`src/rtl/ps2_host_tx.sv`:
```
// PS/2 host-to-device transmitter: request-to-send, 11-bit frame clocked by the device, ACK check.
// Define PS2_TX_RETRY_EN to resend automatically (up to RETRY_MAX times) after a NACK or timeout.
module ps2_host_tx #(
  parameter int unsigned INHIBIT_CYCLES = 5000,
  parameter int unsigned TIMEOUT_CYCLES = 750000,
  parameter int unsigned RETRY_MAX      = 2
) (
  input  logic       CLOCK_50,
  input  logic       resetn,
  input  logic [7:0] tx_data,
  input  logic       tx_valid,
  output logic       tx_ready,
  output logic       tx_done,
  output logic       tx_error,
  input  logic       ps2_clk_in,
  input  logic       ps2_dat_in,
  output logic       ps2_clk_oe,
  output logic       ps2_dat_oe
);

`ifdef PS2_TX_RETRY_EN
  localparam logic RETRY_EN = 1'b1;
`else
  localparam logic RETRY_EN = 1'b0;
`endif

  typedef enum logic [2:0] {
    S_IDLE, S_INHIBIT, S_RTS, S_SEND, S_ACK, S_WAIT_IDLE, S_DONE, S_ERR
  } state_t;

  state_t      state, state_nx;
  logic        clk_s1, clk_s2, clk_prev;
  logic        dat_s1, dat_s2;
  logic        clk_fall;
  logic [19:0] inh_cnt;
  logic [19:0] to_cnt;
  logic [3:0]  bit_cnt;
  logic [7:0]  tx_byte;
  logic        tx_par;
  logic [9:0]  frame;
  logic        dat_drv;
  logic [7:0]  retry_cnt;
  logic        accept, inh_last, active, timeout, retry_ok, failed;

  assign clk_fall = clk_prev & ~clk_s2;
  assign tx_ready = (state == S_IDLE);
  assign accept   = tx_valid && (state == S_IDLE);
  assign inh_last = (inh_cnt == 20'(INHIBIT_CYCLES - 1));
  assign active   = (state == S_RTS) || (state == S_SEND) ||
                    (state == S_ACK) || (state == S_WAIT_IDLE);
  assign timeout  = active && (to_cnt == 20'(TIMEOUT_CYCLES - 1));
  assign retry_ok = RETRY_EN && (retry_cnt < 8'(RETRY_MAX));

  always_ff @(posedge CLOCK_50 or negedge resetn) begin
    if (!resetn) state <= S_IDLE;
    else         state <= state_nx;
  end

  always_comb begin
    state_nx   = state;
    tx_done    = 1'b0;
    tx_error   = 1'b0;
    ps2_clk_oe = 1'b0;
    ps2_dat_oe = 1'b0;
    failed     = 1'b0;
    case (state)
      S_IDLE: if (accept) state_nx = S_INHIBIT;
      S_INHIBIT: begin
        ps2_clk_oe = 1'b1;
        ps2_dat_oe = inh_last;
        if (inh_last) state_nx = S_RTS;
      end
      S_RTS: begin
        ps2_dat_oe = 1'b1;
        if (timeout) failed = 1'b1;
        else         state_nx = S_SEND;
      end
      S_SEND: begin
        ps2_dat_oe = dat_drv;
        if (timeout)                          failed   = 1'b1;
        else if (clk_fall && bit_cnt == 4'd9) state_nx = S_ACK;
      end
      S_ACK: begin
        if (timeout)       failed = 1'b1;
        else if (clk_fall) begin
          if (dat_s2) failed   = 1'b1;
          else        state_nx = S_WAIT_IDLE;
        end
      end
      S_WAIT_IDLE: begin
        if (timeout)              failed   = 1'b1;
        else if (clk_s2 && dat_s2) state_nx = S_DONE;
      end
      S_DONE: begin
        tx_done  = 1'b1;
        state_nx = S_IDLE;
      end
      S_ERR: begin
        tx_error = 1'b1;
        state_nx = S_IDLE;
      end
      default: state_nx = S_IDLE;
    endcase
    if (failed) state_nx = retry_ok ? S_INHIBIT : S_ERR;
  end

  always_ff @(posedge CLOCK_50 or negedge resetn) begin
    if (!resetn) begin
      clk_s1    <= 1'b1;
      clk_s2    <= 1'b1;
      clk_prev  <= 1'b1;
      dat_s1    <= 1'b1;
      dat_s2    <= 1'b1;
      inh_cnt   <= '0;
      to_cnt    <= '0;
      bit_cnt   <= '0;
      tx_byte   <= '0;
      tx_par    <= 1'b0;
      frame     <= '0;
      dat_drv   <= 1'b0;
      retry_cnt <= '0;
    end else begin
      clk_s1   <= ps2_clk_in;
      clk_s2   <= clk_s1;
      clk_prev <= clk_s2;
      dat_s1   <= ps2_dat_in;
      dat_s2   <= dat_s1;

      if (accept) begin
        tx_byte   <= tx_data;
        tx_par    <= ~^tx_data;
        frame     <= {1'b1, ~^tx_data, tx_data};
        retry_cnt <= '0;
      end else if (state != S_IDLE && state != S_INHIBIT && state_nx == S_INHIBIT) begin
        // retry: rebuild the frame from the latched byte, the shifted copy is spent
        frame     <= {1'b1, tx_par, tx_byte};
        retry_cnt <= retry_cnt + 8'd1;
      end else if (state == S_SEND && clk_fall && !timeout) begin
        frame <= {1'b0, frame[9:1]};
      end

      if (state_nx == S_INHIBIT && state != S_INHIBIT) inh_cnt <= '0;
      else if (state == S_INHIBIT && !inh_last)        inh_cnt <= inh_cnt + 20'd1;

      if (state_nx == S_RTS && state != S_RTS) begin
        to_cnt  <= '0;
        bit_cnt <= '0;
        dat_drv <= 1'b1;
      end else begin
        if (active && !timeout) to_cnt <= to_cnt + 20'd1;
        if (state == S_SEND && clk_fall && !timeout) begin
          dat_drv <= ~frame[0];
          if (bit_cnt != 4'd10) bit_cnt <= bit_cnt + 4'd1;
        end
      end
    end
  end

endmodule
```
`config.mk`:
```
export PLATFORM = sky130hd
export DESIGN_NAME = ps2_host_tx
export DESIGN_NICKNAME = d
export VERILOG_FILES = /design/src/rtl/ps2_host_tx.sv
export SDC_FILE = /design/constraint.sdc
export NUM_CORES = 1
export LEC_CHECK = 0
export CORE_UTILIZATION = 45
export CTS_BUF_LIST = sky130_fd_sc_hd__clkbuf_8
export CTS_CLUSTER_SIZE = 16
export DETAILED_ROUTE_END_ITERATION = 12
export PLACE_DENSITY_LB_ADDON = 0.12
export SYNTH_ARGS = -nofsm -noshare
export SYNTH_HDL_FRONTEND = slang
export SYNTH_SLANG_ARGS = --single-unit
```
`constraint.sdc`:
```
create_clock -name CLOCK_50 -period 3.6 [get_ports CLOCK_50]
set_input_delay 0.72 -clock CLOCK_50 [delete_from_list [all_inputs] [get_ports CLOCK_50]]
set_output_delay 0.72 -clock CLOCK_50 [all_outputs]
set_load 0.05 [all_outputs]
```
==> flow_metrics.py, run 1 <==
metrics = {
    "layout": {
        "seq_area_um2": 1580,
        "final_cell_mix": "dfrtp_1 (58), nand2_1 (41), nor2_1 (41)",
        "diodes": 0,
        "area_growth_pct": 12.7,
        "layout_commonest_cell": "dfrtp_1",
        "drive_gt1_frac": 0.130,
        "fillCellCount": 677,
        "final_net_count": 376,
        "multi_input_area_um2": 1680,
    },
    "yosys": {
        "synthTopCellsByArea": "dfrtp_1 (43%), xor2_1 (6.0%), nand2_1 (4.6%)",
        "seq_area_frac_synth": 0.471,
        "synth_top_area_frac": 0.432,
        "yosys_warnings": 0,
        "avgSynthCellArea_um2": 9.89,
        "synth_ff_type": "dfrtp_1",
        "ys_types": 55,
        "synthCells": 340,
        "ys_ff_latch": 63,
        "syn_nets": 358,
        "netlist_area_um2": 3360,
        "synth_edf_count": 0,
        "async_flop_share": 1.00,
        "yosys.area.top_type": "dfrtp_1",
    },
    "clock_network": {
        "cts.htree.levels": 3,
        "cts_root_buf": "clkbuf_8",
        "cts.sink_count": 63,
        "cts_hold_buffers": 0,
        "clk_latency_ns": 0.34,
        "ctsResizeCount": 0,
        "cts_tree": "done",
        "cts.reportedPaths.clkPinSlew_ns": 0.06,
        "cts_buffers": 9,
        "post-cts-setup-buffers": 0,
        "clockBufferDepth": 2,
    },
    "floorplan": {
        "io-pin-count": 18,
        "start_util": 0.464,
        "die_area_um2": 7820,
        "die_h_um": 88.4,
        "die_w_um": 88.4,
        "coreArea_um2": 7250,
        "placementRows": 31,
    },
    "drt": {
        "wl_um": 6280,
        "post_drt_wl_per_cell_um": 13.6,
        "drtIter0Drc": 135,
        "ant_nets": 0,
        "drt-pass1-iter-count": 4,
        "via_per_inst": 5.21,
        "via_count": 2404,
        "drc": 0,
    },
    "min_path": {
        "hp-class": "reg -> reg",
    },
    "placement": {
        "gp_congestion": 0.856,
        "dp_hpwl_um": 4430,
        "port_buffers": 17,
    },
    "critical_path": {
        "ff2ff_setup_slack_ns": 1.09,
        "criticalPathCategory": "reg -> out",
        "endpoint_kind": "primary output",
        "cp_max_fo": 10,
        "crit_arrival_ns": 2.25,
        "max_stage_delay_ns": 0.80,
        "path_cells": "inv_1 > or3_1 > clkinv_2 > clkdlybuf4s50_1",
        "critPathLaunchType": "flop",
        "required_ns": 2.88,
        "slowest_stage": "clkdlybuf4s50_1",
    },
    "sta": {
        "rsz0062_at_grt": "no",
        "maxSlewViolCount": 0,
        "final_hold_viol_count": 0,
        "fin_crit_ns": 2.97,
        "fmax_mhz": 337,
        "clock_skew_ns": 0.0167,
        "worst_pin_slew_ns": 0.976,
        "fin_setup_tns_ns": 0,
        "finalCritPeriodShare": 0.824,
        "slew_headroom": 0.349,
        "setup-violations-final": 0,
    },
    "pwr": {
        "irDropWorstVdd_mv": 0.229,
        "finalPower_mw": 1.35,
        "p_leak_nw": 1.57,
        "p_per_area_nw_per_um2": 357,
    },
    "global_route": {
        "grt_max_degree": 46,
        "grt_overflow": 0,
        "grt_usage": 0.179,
        "grt_pass1_vias": 2174,
        "grt_pass1_wl_um": 10500,
        "antenna_found_initial": 0,
    },
    "status": {
        "outcome": "complete, no violations",
    },
    "flow_run": {
        "cap_viol_max_count": 0,
    },
}
## routing by layer
metal / GRT usage / up-vias / share of wire / routed length (um)
met5: 0 / - / 0 / 0
met4: 0.0821 / 0 / 0.016 / 99
met3: 0.0401 / 9 / 0.041 / 255
met2: 0.251 / 44 / 0.44 / 2790
met1: 0.261 / 1139 / 0.50 / 3130
li1: - / 1212 / - / -
## through the flow
stage	hold slack [ns]	worst slack, ns	instances	util	cell area (um^2)
5_1_grt	0.363	0.525	461	0.523	3790
6_report	0.355	0.632	461	0.523	3790
3_3_place_gp	0.346	1.02	446	0.497	3600
2_1_floorplan	0.345	0.949	340	-	3360
4_1_cts	0.357	0.632	461	0.523	3790
3_5_place_dp	0.348	0.993	446	0.497	3600
## path summary, 6_finish.rpt
check                      startpoint    endpoint  depth (start not counted)
min in group asynchronous      resetn  to_cnt[11]                          1
min reg2reg                    clk_s1      clk_s2                          0
max reg2reg                  state[2]  bit_cnt[1]                          6
max                          state[0]  ps2_clk_oe                          4
min                            clk_s1      clk_s2                          0
max in group asynchronous      resetn  inh_cnt[9]                          2
## report_power, final
part	leakage [nW]	switching, mW	internal [mW]	total, mW
Clock	0.0871	0.281	0.313	0.594
Sequential	0.796	0.00154	0.713	0.714
Combinational	0.682	0.0230	0.0207	0.0437
## critical path, delay by kind of cell, from the launching register on
family | cells | cell delay (ns)
DFF | 1 | 0.51
and+or+nand+nor | 1 | 0.39
buffers and inverters | 3 | 1.02
## cells in the mapped netlist (2+ instances only)
cell,count
nand2b_1,5
xnor2_1,15
and3_1,7
or4b_4,2
clkbuf_1,7
o31ai_1,2
nor3_1,2
nand3_1,14
nor4b_1,2
or2b_2,2
nor2_1,41
mux2i_1,13
or3_1,7
or3_2,3
nand4_1,12
inv_1,4
dfstp_2,5
nand4b_1,3
o21ai_0,20
nand2_1,41
and2_1,3
xor2_1,23
buf_2,2
dfrtp_1,58
a21oi_1,9
ha_1,5
buf_6,2
and4_1,3
a211oi_1,2
## cell type report
| type | instances | share of cell area |
|---|---|---|
| clock inverter | 6 | 0.0165 |
| timing repair buffer | 20 | 0.0522 |
| clock buffer | 9 | 0.0327 |
| multi-input combinational | 259 | 0.443 |
| tap | 99 | 0.0327 |
| inverter | 5 | 0.00528 |
| sequential | 63 | 0.418 |
## sequential cells by signal (all words and copies together) (netlist names)
name / flops
dat_s1: 1
bit_cnt: 4
state: 3
frame: 10
clk_prev: 1
clk_s2: 1
to_cnt: 20
inh_cnt: 20
dat_drv: 1
dat_s2: 1
clk_s1: 1
## kinds of logic (layout without fill, tap and decap cells)
logic type,after synthesis,in the layout,share of synthesized area
AND/OR/NAND/NOR,160,160,0.259
AO/OA/AOI/OAI,41,41,0.0726
multiplexers,14,14,0.0421
XOR/XNOR,39,39,0.107
adder cells (fa/ha/maj),5,5,0.0186
buffers and inverters,18,40,0.0298
flip-flops,63,63,0.471
Note: power is estimated with default switching activity, not from simulation.
==> inputs of run 2 (changes only) <==
==> constraint.sdc (replaced) <==
create_clock -name CLOCK_50 -period 2.56 [get_ports CLOCK_50]
set_input_delay 0.512 -clock CLOCK_50 [delete_from_list [all_inputs] [get_ports CLOCK_50]]
set_output_delay 0.512 -clock CLOCK_50 [all_outputs]
set_load 0.05 [all_outputs]
==> flow_metrics.py, run 2 (synthesis results as in run 1) <==
metrics = {
    "status": {
        "outcome": "complete, no violations",
    },
    "sta": {
        "fmax_mhz": 403,
        "fin_crit_ns": 2.48,
        "clock_skew_ns": 0.0125,
        "finalCritPeriodShare": 0.969,
        "maxSlewViolCount": 0,
        "rsz0062_at_grt": "yes",
        "slew_headroom": 0.656,
        "final_hold_viol_count": 0,
        "worst_pin_slew_ns": 0.514,
        "setup-violations-final": 0,
    },
    "layout": {
        "drive_gt1_frac": 0.148,
        "final_net_count": 379,
        "reg_top3": "inh_cnt x20, to_cnt x20, frame x10",
        "finish.utilization": 0.535,
        "fillCellCount": 659,
        "final_cell_mix": "dfrtp_1 (56), nand2_1 (41), nor2_1 (41)",
        "layout_commonest_cell": "dfrtp_1",
        "fin_cells": 465,
        "diodes": 0,
        "area_growth_pct": 15.4,
    },
    "flow_run": {
        "cap_viol_max_count": 0,
    },
    "floorplan": {
        "die_w_um": 88.4,
        "die_area_um2": 7820,
        "start_util": 0.464,
        "coreArea_um2": 7250,
        "die_h_um": 88.4,
        "placementRows": 31,
        "io-pin-count": 18,
    },
    "clock_network": {
        "cts.htree.levels": 3,
        "cts_hold_buffers": 0,
        "cts_root_buf": "clkbuf_8",
        "clk_latency_ns": 0.34,
        "clockBufferDepth": 2,
        "cts_buffers": 9,
        "cts.sink_count": 63,
        "cts.reportedPaths.clkPinSlew_ns": 0.07,
        "cts_tree": "done",
    },
    "pwr": {
        "p_clk_frac": 0.460,
        "p_int_mw": 1.57,
        "p_sw_frac": 0.209,
        "p_per_area_nw_per_um2": 511,
        "p_leak_nw": 1.68,
        "p_seq_frac": 0.507,
        "p_comb_frac": 0.033,
        "irDropWorstVdd_mv": 0.280,
        "p_switching_mw": 0.413,
    },
    "drt": {
        "via_count": 2437,
        "wl_um": 6480,
        "post_drt_wl_per_cell_um": 13.9,
        "via_per_inst": 5.24,
        "ant_nets": 0,
        "drc": 0,
        "drtIter0Drc": 68,
        "drt-pass1-iter-count": 4,
    },
    "critical_path": {
        "cp_max_fo": 10,
        "criticalPathCategory": "reg -> out",
        "crit_arrival_ns": 1.97,
        "critPathLaunchType": "flop",
        "max_stage_delay_ns": 0.52,
        "path_cells": "or3_1 > nor3_2 > nand2b_1 > buf_12",
        "slowest_stage": "dfrtp_1",
        "endpoint_kind": "primary output",
        "required_ns": 2.05,
    },
    "global_route": {
        "grt_usage": 0.188,
        "grt_pass1_vias": 2376,
        "grt_overflow": 0,
        "antenna_found_initial": 0,
        "grt_max_degree": 64,
        "grt_pass1_wl_um": 11100,
    },
    "placement": {
        "place_inst": 449,
        "port_buffers": 17,
        "gp_congestion": 0.887,
        "dp_hpwl_um": 4490,
    },
    "min_path": {
        "hp-class": "in -> async",
    },
}
run 2: per-stage QoR:
step | TNS, ns | power [mW] | instance area [um^2] | worst slack [ns] | hold WS [ns]
floorplan | 0 | 1.04 | 3370 | 0.276 | 0.216
global placement | 0 | 1.09 | 3650 | 0.381 | 0.345
detailed placement | 0 | 1.09 | 3650 | 0.359 | 0.347
CTS | 0 | 2.01 | 3860 | 0.00614 | 0.186
global route | -0.0143 | 2.05 | 3880 | -0.0143 | 0.202
finish | 0 | 1.98 | 3880 | 0.0806 | 0.180
run 2: worst paths after layout:
check / slack (ns) / cells past startpoint / from / endpoint
setup / recovery: 0.08 / 4 / state[1] / ps2_dat_oe
hold / removal: 0.18 / 2 / resetn / to_cnt[9]
setup reg to reg: 0.35 / 8 / bit_cnt[1] / inh_cnt[16]
hold reg to reg: 0.36 / 0 / clk_s1 / clk_s2
max in group asynchronous: 2.05 / 2 / resetn / clk_s1
min in group CLOCK_50: 0.36 / 0 / clk_s1 / clk_s2
run 2: worst max-delay path, delay by kind of cell, from the launching register on:
kind / cells / cell delay (ns)
and+or+nand+nor: 3 / 0.96
DFF: 1 / 0.52
buffers and inverters: 1 / 0.15
run 2: final cells by class:
cell class	instances	area, um^2	share of cell area
Multi-Input combinational cell	259	1700	0.437
Sequential cell	63	1590	0.408
Tap cell	99	124	0.0319
Inverter	5	20.0	0.00516
Clock inverter	7	81.3	0.0210
Clock buffer	9	124	0.0319
Timing Repair Buffer	23	250	0.0645
run 2: metal layers:
metal / vias to the layer above / wire (um) / track usage
li1: 1221 / - / -
met1: 1171 / 3300 / 0.262
met2: 36 / 2910 / 0.285
met3: 9 / 191 / 0.0485
met4: 0 / 82 / 0.0674
met5: - / 0 / 0
run 2: timing repair:
item / in CTS / in global routing
resized for setup: 0 / 7
setup endpoints to repair: 0 / 4
setup buffers: 0 / 0
run 2: power by group through the flow:
stage                     clock network, mW  logic (mW)  registers, mW
after CTS                             0.935      0.0674           1.00
final                                 0.912      0.0650           1.00
after floorplan                           0      0.0200           1.02
after global routing                  0.976      0.0742           1.00
after global placement                    0      0.0669           1.02
after detailed placement                  0      0.0678           1.02
==> inputs of run 3 (changes only) <==
--- a/config.mk
+++ b/config.mk
@@ -7,6 +7,7 @@
 export LEC_CHECK = 0
 export CORE_UTILIZATION = 45
 export CTS_BUF_LIST = sky130_fd_sc_hd__clkbuf_8
+export CTS_CLUSTER_DIAMETER = 100
 export CTS_CLUSTER_SIZE = 16
 export DETAILED_ROUTE_END_ITERATION = 12
 export PLACE_DENSITY_LB_ADDON = 0.12
==> results of run 3 <==
Same layout as run 2: the final DEF is identical, and so are final timing and power.
